### config.mk
export PLATFORM = sky130hd
export DESIGN_NAME = cart_mem_sequencer_flat
export DESIGN_NICKNAME = d
export VERILOG_FILES = /design/src/rtl/cart_mem_sequencer_if.sv /design/src/rtl/cart_mem_sequencer.sv /design/src/flat_wrapper.sv
export SDC_FILE = /design/constraint.sdc
export NUM_CORES = 1
export LEC_CHECK = 0
export CAP_MARGIN = 25
export CORE_MARGIN = 5
export CORE_UTILIZATION = 47
export CTS_CLUSTER_SIZE = 14
export DETAILED_ROUTE_END_ITERATION = 8
export PLACE_DENSITY = 0.82
export SYNTH_ARGS = -nofsm -noshare
export SYNTH_HDL_FRONTEND = slang
export SYNTH_SLANG_ARGS = --single-unit
export TNS_END_PERCENT = 5
### constraint.sdc
create_clock -name mclk -period 1.8 [get_ports mclk]
set_input_delay 0.36 -clock mclk [delete_from_list [all_inputs] [get_ports mclk]]
set_output_delay 0.36 -clock mclk [all_outputs]
set_load 0.02 [all_outputs]
### src/rtl/cart_mem_sequencer_if.sv
// cart_mem_sequencer_if: shared external-memory request/acknowledge port.
interface cart_mem_sequencer_if;
    logic        mem_req;
    logic        mem_we;
    logic [24:0] mem_addr;
    logic [15:0] mem_din;
    logic [1:0]  mem_be;
    logic        mem_ack;
    logic [15:0] mem_dout;
    modport master (output mem_req, mem_we, mem_addr, mem_din, mem_be, input mem_ack, mem_dout);
    modport slave  (input mem_req, mem_we, mem_addr, mem_din, mem_be, output mem_ack, mem_dout);
endinterface

### src/rtl/cart_mem_sequencer.sv
// cart_mem_sequencer: turns level-style ROM/BSRAM strobes into single memory transactions.
// Optional one-entry ROM read cache enabled by CART_MEM_WORD_CACHE_EN.
module cart_mem_sequencer #(
    parameter logic [24:0] BSRAM_BASE = 25'h1800000,
    parameter logic [24:0] ROM_BASE   = 25'h0000000
) (
    input  logic                         mclk,
    input  logic                         rst_n,
    input  logic [23:0]                  rom_addr,
    input  logic [15:0]                  rom_d,
    input  logic                         rom_ce_n,
    input  logic                         rom_oe_n,
    input  logic                         rom_we_n,
    input  logic                         rom_word,
    output logic [15:0]                  rom_q,
    input  logic [19:0]                  bsram_addr,
    input  logic [7:0]                   bsram_d,
    input  logic                         bsram_ce_n,
    input  logic                         bsram_oe_n,
    input  logic                         bsram_we_n,
    output logic [7:0]                   bsram_q,
    cart_mem_sequencer_if.master         mem,
    output logic                         busy
);
    typedef enum logic [1:0] {IDLE, ISSUE, WAIT} state_t;
    state_t      state_q;
    logic        rom_act_q, rom_pwe_q, rom_pword_q, bs_act_q, bs_pwe_q;
    logic [23:0] rom_paddr_q, rom_a_q;
    logic [19:0] bs_paddr_q, bs_a_q;
    logic        rom_pend_q, rom_we_q, rom_word_q, bs_pend_q, bs_we_q;
    logic [15:0] rom_d_q;
    logic [7:0]  bs_d_q, ack_byte;
    logic        sel_q, cur_word_q, cur_a0_q;
    logic        rom_act, rom_new, rom_set, bs_act, bs_new;
    logic [24:0] rom_sum, bs_sum;
    // a strobe pair with both oe_n and we_n low is illegal and ignored
    assign rom_act  = !rom_ce_n && (!rom_oe_n ^ !rom_we_n);
    assign bs_act   = !bsram_ce_n && (!bsram_oe_n ^ !bsram_we_n);
    assign rom_new  = rom_act && (!rom_act_q || rom_addr != rom_paddr_q || !rom_we_n != rom_pwe_q || rom_word != rom_pword_q);
    assign bs_new   = bs_act && (!bs_act_q || bsram_addr != bs_paddr_q || !bsram_we_n != bs_pwe_q);
    assign rom_sum  = ROM_BASE + {1'b0, rom_a_q};
    assign bs_sum   = BSRAM_BASE + {5'b0, bs_a_q};
    assign ack_byte = cur_a0_q ? mem.mem_dout[15:8] : mem.mem_dout[7:0];
    assign busy     = state_q != IDLE || rom_pend_q || bs_pend_q;
`ifdef CART_MEM_WORD_CACHE_EN
    logic        cache_v_q, rom_hit;
    logic [22:0] cache_wa_q, cur_wa_q;
    logic [15:0] cache_d_q;
    assign rom_hit = rom_new && rom_we_n && cache_v_q && cache_wa_q == rom_addr[23:1];
    assign rom_set = rom_new && !rom_hit;
`else
    assign rom_set = rom_new;
`endif
    always_ff @(posedge mclk or negedge rst_n) begin
        if (!rst_n) begin
            state_q      <= IDLE;
            mem.mem_req  <= 1'b0;
            mem.mem_we   <= 1'b0;
            mem.mem_addr <= '0;
            mem.mem_din  <= '0;
            mem.mem_be   <= '0;
            rom_q        <= '0;
            bsram_q      <= '0;
            rom_act_q    <= 1'b0;
            rom_pwe_q    <= 1'b0;
            rom_pword_q  <= 1'b0;
            rom_paddr_q  <= '0;
            bs_act_q     <= 1'b0;
            bs_pwe_q     <= 1'b0;
            bs_paddr_q   <= '0;
            rom_pend_q   <= 1'b0;
            rom_we_q     <= 1'b0;
            rom_word_q   <= 1'b0;
            rom_a_q      <= '0;
            rom_d_q      <= '0;
            bs_pend_q    <= 1'b0;
            bs_we_q      <= 1'b0;
            bs_a_q       <= '0;
            bs_d_q       <= '0;
            sel_q        <= 1'b0;
            cur_word_q   <= 1'b0;
            cur_a0_q     <= 1'b0;
`ifdef CART_MEM_WORD_CACHE_EN
            cache_v_q    <= 1'b0;
            cache_wa_q   <= '0;
            cache_d_q    <= '0;
            cur_wa_q     <= '0;
`endif
        end else begin
            case (state_q)
                IDLE: if (rom_pend_q || bs_pend_q) begin
                    state_q <= ISSUE;
                    sel_q   <= bs_pend_q;
                end
                ISSUE: begin
                    mem.mem_req  <= 1'b1;
                    mem.mem_we   <= sel_q ? bs_we_q : rom_we_q;
                    mem.mem_addr <= sel_q ? bs_sum : {rom_sum[24:1], rom_sum[0] & !rom_word_q};
                    mem.mem_din  <= sel_q ? {bs_d_q, bs_d_q} : rom_word_q ? rom_d_q : {2{rom_d_q[7:0]}};
                    mem.mem_be   <= (!sel_q && rom_word_q) ? 2'b11 : (sel_q ? bs_a_q[0] : rom_a_q[0]) ? 2'b10 : 2'b01;
                    cur_a0_q     <= sel_q ? bs_a_q[0] : rom_a_q[0];
                    cur_word_q   <= !sel_q && rom_word_q;
`ifdef CART_MEM_WORD_CACHE_EN
                    cur_wa_q     <= rom_a_q[23:1];
`endif
                    if (sel_q) bs_pend_q <= 1'b0;
                    else rom_pend_q <= 1'b0;
                    state_q      <= WAIT;
                end
                WAIT: if (mem.mem_ack) begin
                    mem.mem_req <= 1'b0;
                    state_q     <= IDLE;
                    if (!mem.mem_we && sel_q) bsram_q <= ack_byte;
                    if (!mem.mem_we && !sel_q) rom_q <= cur_word_q ? mem.mem_dout : {8'h00, ack_byte};
`ifdef CART_MEM_WORD_CACHE_EN
                    if (!sel_q && !mem.mem_we) begin
                        cache_v_q  <= 1'b1;
                        cache_wa_q <= cur_wa_q;
                        cache_d_q  <= mem.mem_dout;
                    end
                    if (!sel_q && mem.mem_we && cur_wa_q == cache_wa_q) cache_v_q <= 1'b0;
`endif
                end
                default: state_q <= IDLE;
            endcase
            rom_act_q   <= rom_act;
            rom_pwe_q   <= !rom_we_n;
            rom_pword_q <= rom_word;
            rom_paddr_q <= rom_addr;
            bs_act_q    <= bs_act;
            bs_pwe_q    <= !bsram_we_n;
            bs_paddr_q  <= bsram_addr;
            // placed after the FSM so a fresh access re-arms a flag being cleared by ISSUE
            if (rom_set) begin
                rom_pend_q <= 1'b1;
                rom_we_q   <= !rom_we_n;
                rom_word_q <= rom_word;
                rom_a_q    <= rom_addr;
                rom_d_q    <= rom_d;
            end
            if (bs_new) begin
                bs_pend_q <= 1'b1;
                bs_we_q   <= !bsram_we_n;
                bs_a_q    <= bsram_addr;
                bs_d_q    <= bsram_d;
            end
`ifdef CART_MEM_WORD_CACHE_EN
            if (rom_hit) rom_q <= rom_word ? cache_d_q : {8'h00, rom_addr[0] ? cache_d_q[15:8] : cache_d_q[7:0]};
            if (rom_new && !rom_we_n && rom_addr[23:1] == cache_wa_q) cache_v_q <= 1'b0;
`endif
        end
    end
endmodule
### src/flat_wrapper.sv
// flat-port wrapper written by rule: the top's interface ports become plain ports
module cart_mem_sequencer_flat 
#(
    parameter logic [24:0] BSRAM_BASE = 25'h1800000,
    parameter logic [24:0] ROM_BASE   = 25'h0000000
)
  (mclk, rst_n, rom_addr, rom_d, rom_ce_n, rom_oe_n, rom_we_n, rom_word, rom_q, bsram_addr, bsram_d, bsram_ce_n, bsram_oe_n, bsram_we_n, bsram_q, busy, mem_mem_req, mem_mem_we, mem_mem_addr, mem_mem_din, mem_mem_be, mem_mem_ack, mem_mem_dout);
  cart_mem_sequencer_if mem_i ();
  input  logic mclk;
  input  logic rst_n;
  input  logic [23:0] rom_addr;
  input  logic [15:0] rom_d;
  input  logic rom_ce_n;
  input  logic rom_oe_n;
  input  logic rom_we_n;
  input  logic rom_word;
  output logic [15:0] rom_q;
  input  logic [19:0] bsram_addr;
  input  logic [7:0] bsram_d;
  input  logic bsram_ce_n;
  input  logic bsram_oe_n;
  input  logic bsram_we_n;
  output logic [7:0] bsram_q;
  output logic busy;
  output wire logic [$bits(mem_i.mem_req)-1:0] mem_mem_req;
  output wire logic [$bits(mem_i.mem_we)-1:0] mem_mem_we;
  output wire logic [$bits(mem_i.mem_addr)-1:0] mem_mem_addr;
  output wire logic [$bits(mem_i.mem_din)-1:0] mem_mem_din;
  output wire logic [$bits(mem_i.mem_be)-1:0] mem_mem_be;
  input wire logic [$bits(mem_i.mem_ack)-1:0] mem_mem_ack;
  input wire logic [$bits(mem_i.mem_dout)-1:0] mem_mem_dout;
  assign mem_mem_req = mem_i.mem_req;
  assign mem_mem_we = mem_i.mem_we;
  assign mem_mem_addr = mem_i.mem_addr;
  assign mem_mem_din = mem_i.mem_din;
  assign mem_mem_be = mem_i.mem_be;
  assign mem_i.mem_ack = mem_mem_ack;
  assign mem_i.mem_dout = mem_mem_dout;
  cart_mem_sequencer #(.BSRAM_BASE(BSRAM_BASE), .ROM_BASE(ROM_BASE)) u_core (.mclk(mclk), .rst_n(rst_n), .rom_addr(rom_addr), .rom_d(rom_d), .rom_ce_n(rom_ce_n), .rom_oe_n(rom_oe_n), .rom_we_n(rom_we_n), .rom_word(rom_word), .rom_q(rom_q), .bsram_addr(bsram_addr), .bsram_d(bsram_d), .bsram_ce_n(bsram_ce_n), .bsram_oe_n(bsram_oe_n), .bsram_we_n(bsram_we_n), .bsram_q(bsram_q), .mem(mem_i), .busy(busy));
endmodule
== Yosys cells after proc, flatten, opt, wreduce, memory -nomap -nowiden ==
Cells that the tools add are included.

* Bitwise logic cells: 3
* Add/sub/neg operators: 1
* Muxes and demuxes: 20
* Reduce and logical (&&, ||, !) cells: 39
* Equality and inequality tests: 10

{| class="wikitable"
|+ Operators by type and width
! operator !! number
|-
| $mux W16 || 3
|-
| $add A24 B21 Y25 const A || 1
|-
| $mux W25 || 1
|-
| $ne A24 B24 Y1 || 1
|-
| $ne A20 B20 Y1 || 1
|-
| $logic_not A1 Y1 || 11
|-
| $reduce_and A2 Y1 || 5
|-
| $reduce_bool A2 Y1 || 5
|-
| $mux W1 || 9
|-
| $logic_or A1 B1 Y1 || 8
|-
| $mux W2 || 4
|-
| $mux W8 || 1
|-
| $logic_and A1 B1 Y1 || 7
|-
| $pmux W2 S3 || 1
|-
| $reduce_and A3 Y1 || 2
|-
| $ne A2 B2 Y1 const B || 2
|-
| $ne A1 B1 Y1 || 3
|-
| $eq A2 B1 Y1 const B || 1
|-
| $eq A2 B2 Y1 const B || 1
|-
| $logic_not A2 Y1 || 1
|-
| $ne A2 B1 Y1 const B || 1
|-
| $pmux W1 S2 || 1
|-
| $xor A1 B1 Y1 || 2
|-
| $and A1 B1 Y1 || 1
|}

* Register bits after elaboration: 196

== Depth between registers and ports, before layout ==
Gate-level depths: netlist of the first run.

* Depth in word-level cells: 7
* Depth in mapped cells: 8
* Mapped depth without buffers: 6

== Worst setup path after synthesis of the first run ==
OpenSTA, ideal clock, no wires.

* Path type: register to register
* Start: reg u_core.bs_paddr_q[16]
* End: reg u_core.bs_a_q[0]
* Required time: 1.675 ns
* Arrival: 1.652 ns
* Setup time: 0.125 ns
* Stages on the path, launching flop included: 7
* Buffers on the path: 1
* Setup slack: 0.023 ns
* Path through: dfrtp_1 -> xor2_1 -> nor4_1 -> nand3_1 -> o31a_1 -> buf_6 -> mux2_4

* Word-level cells in the longest chain between the ends: 4

{| class="wikitable"
|+ RTL lines
! what !! line !! source
|-
| from (decl) || cart_mem_sequencer.sv:29 || <nowiki>logic [19:0] bs_paddr_q, bs_a_q;</nowiki>
|-
| from (signal assigned) || cart_mem_sequencer.sv:132 || <nowiki>bs_paddr_q <= bsram_addr;</nowiki>
|-
| $ne A20 B20 Y1 || cart_mem_sequencer.sv:40 || <nowiki>assign bs_new = bs_act && (!bs_act_q || bsram_addr != bs_paddr_q || !bsram_we_n != bs_pwe_q);</nowiki>
|-
| $logic_or A1 B1 Y1 (2 in a row) || cart_mem_sequencer.sv:40 ||
|-
| $logic_and A1 B1 Y1 || cart_mem_sequencer.sv:40 ||
|-
| to (signal assigned) || cart_mem_sequencer.sv:144 || <nowiki>bs_a_q <= bsram_addr;</nowiki>
|-
| to (decl) || cart_mem_sequencer.sv:29 ||
|}

No other way between the ends.
A chain may end at the register's enable or synchronous reset.

== Worst setup path after layout of the first run ==
* Start: reg u_core.rom_pword_q
* End: reg u_core.rom_a_q[4]

* Word-level cells in the longest chain between the ends: 3

{| class="wikitable"
|+ RTL lines
! what !! line !! source
|-
| from (decl) || cart_mem_sequencer.sv:27 || <nowiki>logic rom_act_q, rom_pwe_q, rom_pword_q, bs_act_q, bs_pwe_q;</nowiki>
|-
| from (signal assigned) || cart_mem_sequencer.sv:128 || <nowiki>rom_pword_q <= rom_word;</nowiki>
|-
| $ne A1 B1 Y1 || cart_mem_sequencer.sv:39 || <nowiki>assign rom_new = rom_act && (!rom_act_q || rom_addr != rom_paddr_q || !rom_we_n != rom_pwe_q || rom_word != ro ...</nowiki>
|-
| $logic_or A1 B1 Y1 || cart_mem_sequencer.sv:39 ||
|-
| $logic_and A1 B1 Y1 || cart_mem_sequencer.sv:39 ||
|-
| to (signal assigned) || cart_mem_sequencer.sv:138 || <nowiki>rom_a_q <= rom_addr;</nowiki>
|-
| to (decl) || cart_mem_sequencer.sv:28 || <nowiki>logic [23:0] rom_paddr_q, rom_a_q;</nowiki>
|}

No other way between the ends.

==> results.txt, run 1 <==
Dpl cell area = 11000 um^2
Synth unique cells = 37
Clk root buf = clkbuf_16
Final setup violation count = 72
I/O Buffers = 163
Cells after Synth = 768
CP required = 2160 ps
H-tree levels = 4
Hold Crit Class = in2reg
Setup WS post-layout = -225 ps
Mapped Nets = 862
Final WL = 23400 um
Crit Path Max Fanout = 14
EDFF count, synth = 0
Leak = 5.53 nW
Core Footprint = 18000 um^2
# rows = 49
Violated checks = negative setup slack
CTS clk-pin slew, worst paths = 70 ps
Worst skew pair latency = 430 ps
Slew Limit Fails = 0
CTS tree = yes
Fin. Hold Viols = 0
Setup_tns = -13190 ps
ANT cells = 0
Total gr overflow = 0
Final Wtd Congestion = 0.830
Clk buf depth = 2
Final core occ = 65.5%
Fmax = 494 MHz
Die height = 145 um
Initial DRC count = 449
Crit path kind = reg2reg
Boundary Pins = 164
Critical Path End Type = register
Vias in the first global route = 7020
Worst path slowest cell = dfrtp_1
Die outline width = 145 um
PwrDens = 1390 nW/um^2
Cells along the critical path = xnor2_2 > nand4_1 > nor4_4 > and4b_2 > clkbuf_16 > a221o_1
Post-route cell area = 11800 um^2
Hold WS = 227 ps
Routed vias = 6694
Starting Density = 47.9%
Via/cell ratio = 5.47
Main synth FF type = dfrtp_1
Fin nets = 1076
Final min period = 2030 ps
Largest net degree at the start of global routing = 53
Maximum vdd ir drop = 823 uV
Share of cells above drive strength 1 = 16.0%
Status = finished with violations
TritonRoute pass-1 iters = 5
Total global-route track usage = 22.1%
Arrival time worst endpoint = 2390 ps
# clock sinks = 196
Pre-CTS setup slack = -816 ps
Avg Inst Size Synth = 11.2 um^2
Die Area = 21100 um^2
Fraction of registers with async set/reset = 100%
Setup crit start kind = register
First-pass GRT wire length = 38000 um
Worst-Margin Slew = 664 ps
Routed length per instance = 19.1 um
Number of synthesized register bits = 196
Yosys warning total = 0
Post-DRT Antenna Nets = 0
Num CTS Buffers = 17
DRC Markers = 0
Max Cap Viol = 0
Post-synthesis cell area = 8600 um^2
Slowest stage delay, CP = 400 ps
Unrepaired setup endpoints after global routing = yes
Clock skew = 10.7 ps
Worst relative slew slack = 55.7%
Fin crit share = 113%
Dpl hpwl = 16500 um
Most frequent cells in the layout = dfrtp_1, nand2_1, clkdlybuf4s50_1
Number of antenna violations at the first check in global routing = 0
Seq/Total Area, Yosys = 57.1%
Syn-to-layout area delta = 36.8%
Most common cell after layout, fill and taps aside = dfrtp_1
## cells by family (layout without fill, tap and decap cells)
family	after synthesis	after routing	share of synthesized area, %
AOI/OAI and AO/OA	172	172	12.7
xor gates and xnor gates	49	49	4.99
buffers and inverters	56	283	3.55
DFF	196	196	57.1
muxes	82	82	11.2
and+or+nand+nor	213	213	10.4
## cell type report
class | count | area, um^2
flip-flops and latches | 196 | 4910
well taps | 229 | 287
clock buffers | 19 | 433
repair buffers | 246 | 2480
fillers | 1325 | 6200
inverters | 5 | 18.8
clock inverters | 13 | 180
multi-input cells | 516 | 3450
## Yosys cell counts (2+ instances only)
master | number | area (um^2)
dfrtp_1 | 196 | 4900
nand2_1 | 168 | 631
o21ai_0 | 111 | 556
mux2i_1 | 53 | 531
a221o_1 | 41 | 410
clkbuf_1 | 31 | 116
mux2_4 | 29 | 435
xnor2_1 | 25 | 219
xor2_1 | 24 | 210
nor2_1 | 15 | 56.3
a21oi_1 | 12 | 60.1
buf_6 | 10 | 113
nand2b_1 | 9 | 56.3
buf_2 | 5 | 25.0
nand4_1 | 5 | 31.3
nor4_1 | 5 | 31.3
inv_1 | 4 | 15.0
buf_1 | 3 | 11.3
a21o_1 | 2 | 15.0
nor3_1 | 2 | 10.0
nor3b_1 | 2 | 15.0
## metal layers
layer	vias to the layer above	wire [um]	global-route usage [%]
met5	-	0	0
met4	0	553	7.28
met2	237	11300	35.2
met3	46	1260	4.61
met1	3306	10300	30.5
li1	3105	-	-
## worst paths after layout
kind                       slack, ps                           startpoint                                   to  depth (start not counted)
max                             -230         u_core.rom_pword_q$_DFF_PN0_        u_core.rom_a_q[4]$_DFFE_PN0P_                          6
min                              230                        bsram_addr[0]       u_core.bs_paddr_q[0]$_DFF_PN0_                          2
max reg2reg                     -230         u_core.rom_pword_q$_DFF_PN0_        u_core.rom_a_q[4]$_DFFE_PN0P_                          6
min reg2reg                      480  u_core.mem.mem_addr[23]$_DFFE_PN0P_  u_core.mem.mem_addr[23]$_DFFE_PN0P_                          2
max in group asynchronous        740                                rst_n           u_core.rom_act_q$_DFF_PN0_                          3
min in group asynchronous        440                                rst_n      u_core.bs_paddr_q[18]$_DFF_PN0_                          2
## state kept, by name, summed over array words and instances, names as in the netlist, 2 cells and up
register and flops:
u_core.bs_a_q 20, u_core.bs_d_q 8, u_core.bs_paddr_q 20, u_core.bsram_q 8
u_core.mem.mem_addr 25, u_core.mem.mem_be 2, u_core.mem.mem_din 16, u_core.rom_a_q 24
u_core.rom_d_q 16, u_core.rom_paddr_q 24, u_core.rom_q 16, u_core.state_q 2
## report_power, final
| group | total [mW] | switching (mW) | internal [mW] |
|---|---|---|---|
| sequential | 6.51 | 0.943 | 5.56 |
| clock | 3.96 | 1.64 | 2.32 |
| combinational | 5.88 | 3.09 | 2.79 |
| total | 16.3 | 5.67 | 10.7 |
## critical path: cells and delay by family, from the launching register on
kind	cells	cell delay [ps]
AOI/OAI and AO/OA	1	160
DFF	1	400
xor gates and xnor gates	1	220
buffers and inverters	1	210
and+or+nand+nor	3	960
## metrics by stage
stage | cells | power (mW)
after floorplan | 768 | 9.66
after global placement | 1188 | 12.3
after detailed placement | 1188 | 12.5
after CTS | 1223 | 16.5
after global routing | 1224 | 17.2
final | 1224 | 16.3
## what timing repair did
| item | in CTS | in global routing |
|---|---|---|
| gates resized for setup | 30 | 23 |
| hold buffers | 1 | 0 |
| pin swaps | 47 | 7 |
| buffers inserted | 0 | 0 |
| setup endpoints to repair | 84 | 92 |
| gates cloned | 2 | 1 |
| hold endpoints to repair | 39 | 0 |
(Power assumes the default switching activity.)
==> inputs of run 2 (changes only) <==
==> constraint.sdc (replaced) <==
create_clock -name mclk -period 1.8 [get_ports mclk]
set_input_delay 0.27 -clock mclk [delete_from_list [all_inputs] [get_ports mclk]]
set_output_delay 0.27 -clock mclk [all_outputs]
set_load 0.02 [all_outputs]
==> run 2 against run 1 <==
The flow still finishes with violations (negative setup slack). Sequential power about the same. Worst setup slack improved by 19 ps. Register-to-register slack improved by 20 ps. Sequential cell count did not move. Utilization is 0.87 points lower. Critical path type unchanged. Largest power group unchanged.
==> results.txt, run 2 (synthesis gave the netlist of run 1 again) <==
Status = finished with violations
Violated checks = negative setup slack
Register share of total power = 40.3% (+0.5 points)
Reg2Reg Depth = 6 (unchanged)
Boundary Pins = 164 (unchanged)
Fin. Hold Viols = 0 (unchanged)
Number of antenna violations at the first check in global routing = 0 (unchanged)
Syn-to-layout area delta = 35.0%
Highest routed layer = met4
Core Footprint = 18000 um^2 (unchanged)
Largest net degree at the start of global routing = 47 (-11%)
Setup WS post-layout = -206 ps (+19.5 ps)
Final Wtd Congestion = 0.876 (+5.5%)
Clk root buf = clkbuf_16
Slowest stage delay, CP = 380 ps (-20 ps)
Top cell family by delay on the critical path = simple AND/OR/NAND/NOR gates
Final WL = 22600 um (-3.3%)
PwrDens = 1390 nW/um^2 (+0.28%)
Die height = 145 um (unchanged)
Crit path kind = reg2reg
TritonRoute pass-1 iters = 5 (unchanged)
H-tree levels = 4 (unchanged)
Via/cell ratio = 5.41 (-1.1%)
Worst path slowest cell = dfrtp_1
Post-DRT Antenna Nets = 0 (unchanged)
Combinational power share = 36.5% (+0.5 points)
Starting Density = 47.9% (unchanged)
Register bank with the most flops = u_core.mem.mem_addr
Maximum vdd ir drop = 822 uV (about the same)
Die outline width = 145 um (unchanged)
Critical Path End Type = register
# clock sinks = 196 (unchanged)
Fin nets = 1070 (-0.56%)
Most frequent cells in the layout = dfrtp_1, nand2_1, clkdlybuf4s50_1
Wire length on met2 = 10900 um (-3.6%)
Final core occ = 64.6% (-0.87 points)
Crit Path Max Fanout = 15 (+1)
Clock skew = 10.0 ps (-0.700 ps)
Unrepaired setup endpoints after global routing = yes
Worst relative slew slack = 55.2% (-0.55 points)
DRC Markers = 0 (unchanged)
Sw Pwr = 5.63 mW (-0.74%)
Routed length per instance = 18.6 um (-2.8%)
P_int = 10.5 mW (-1.2%)
Worst R2R Setup Slack = -210 ps (+20 ps)
Setup crit start kind = register
Vias in the first global route = 6841 (-2.5%)
Die Area = 21100 um^2 (unchanged)
Max Cap Viol = 0 (unchanged)
ANT cells = 0 (unchanged)
Post-Route M1 WL = 10100 um (-1.7%)
Final setup violation count = 72 (unchanged)
Crit path depth = 6 (unchanged)
CTS clk-pin slew, worst paths = 70 ps (about the same)
Worst r2r src = u_core.bs_paddr_q[14]$_DFF_PN0_
Slew Limit Fails = 0 (unchanged)
Cells along the critical path = xor2_1 > nor4_2 > nand2_1 > o31a_4 > buf_12 > mux2_4
Leak = 5.19 nW (-6.1%)
Clk buf depth = 2 (unchanged)
Met3 wire len = 1110 um (-12%)
Share of cells above drive strength 1 = 15.1% (-0.91 points)
Worst-Margin Slew = 672 ps (+8.21 ps)
Sw Ratio = 34.8% (+0.11 points)
Routed vias = 6591 (-1.5%)
Hold Crit Class = in2async
Total global-route track usage = 21.5% (-0.61 points)
CTS tree = yes
Most common cell after layout, fill and taps aside = dfrtp_1
Fmax = 499 MHz (+0.97%)
CP required = 2120 ps (-40 ps)
Final min period = 2010 ps (-19.5 ps)
Reg-to-Reg End = u_core.bs_d_q[3]$_DFFE_PN0P_
Worst skew pair latency = 440 ps (about the same)
# rows = 49 (unchanged)
I/O Buffers = 163 (unchanged)
Arrival time worst endpoint = 2320 ps (-70 ps)
Biggest regs = u_core.mem.mem_addr (25), u_core.rom_a_q (24), u_core.rom_paddr_q (24)
Total gr overflow = 0 (unchanged)
First-pass GRT wire length = 36800 um (-3.2%)
Post-CTS Setup Bufs = 0 (unchanged)
Max reg flops = 25 (unchanged)
Buf/Inv on CP = 1 (unchanged)
Fin crit share = 111% (-1.1 points)
Dpl hpwl = 16400 um (-0.28%)
Pre-CTS setup slack = -713 ps (+103 ps)
Num CTS Buffers = 17 (unchanged)
Initial DRC count = 370 (-18%)
Clk pwr share = 23.1% (-1.1 points)
run 2: power by group through the flow:
stage	clock network [mW]	logic, mW	registers [mW]
after floorplan	0	2.60	7.06
final	3.74	5.91	6.53
after CTS	3.80	5.97	6.52
after detailed placement	0	5.93	6.58
after global routing	4.00	6.39	6.68
after global placement	0	5.74	6.54
run 2: metrics by stage:
stage | power, mW | area, um^2 | hold WS [ps] | std cells | TNS [ps]
4_1_cts | 16.3 | 11600 | 326 | 1218 | -10530
3_5_place_dp | 12.5 | 11000 | 223 | 1185 | -46460
6_report | 16.2 | 11600 | 330 | 1218 | -12150
5_1_grt | 17.1 | 11600 | 352 | 1218 | -16600
3_3_place_gp | 12.3 | 11000 | 223 | 1185 | -44510
2_1_floorplan | 9.66 | 8600 | -25.6 | 768 | 0
run 2: final cells by class:
cell class	instances	area, um^2
timing repair buffer	240	2380
tap	229	287
sequential	196	4910
clock inverter	11	128
inverter	5	18.8
multi-input combinational	516	3430
clock buffer	21	450
fill	1368	6360
run 2: worst max path at each step:
stage	end	startpoint	slack, ps
after floorplan	u_core.bs_a_q[0]$_DFFE_PN0P_	u_core.bs_paddr_q[16]$_DFF_PN0_	20
final	u_core.bs_d_q[3]$_DFFE_PN0P_	u_core.bs_paddr_q[14]$_DFF_PN0_	-210
after global routing	u_core.bs_d_q[0]$_DFFE_PN0P_	u_core.bs_paddr_q[16]$_DFF_PN0_	-270
after CTS	u_core.bs_d_q[7]$_DFFE_PN0P_	u_core.bs_paddr_q[17]$_DFF_PN0_	-180
after global placement	u_core.rom_d_q[1]$_DFFE_PN0P_	rom_addr[2]	-670
after detailed placement	u_core.rom_d_q[6]$_DFFE_PN0P_	rom_addr[2]	-710
run 2: timing repair:
item | 4_1_cts | 5_1_grt
resized for setup | 10 | 1
pin swaps | 44 | 18
hold endpoints to repair | 35 | 0
hold buffers | 1 | 0
cloned | 0 | 0
endpoints found under the setup margin | 74 | 73
run 2: layer usage:
| metal | up-vias | global-route usage [%] |
|---|---|---|
| met3 | 35 | 4.83 |
| met1 | 3246 | 29.4 |
| met2 | 218 | 34.6 |
| met4 | 0 | 6.53 |
| li1 | 3092 | - |
| met5 | - | 0 |
run 2: worst reg2reg max path, stage by stage, from the launching register on:
cell	delay, ps
dfrtp_1	380
xor2_1	180
nor4_2	330
nand2_1	160
o31a_4	340
buf_12	170
mux2_4	310
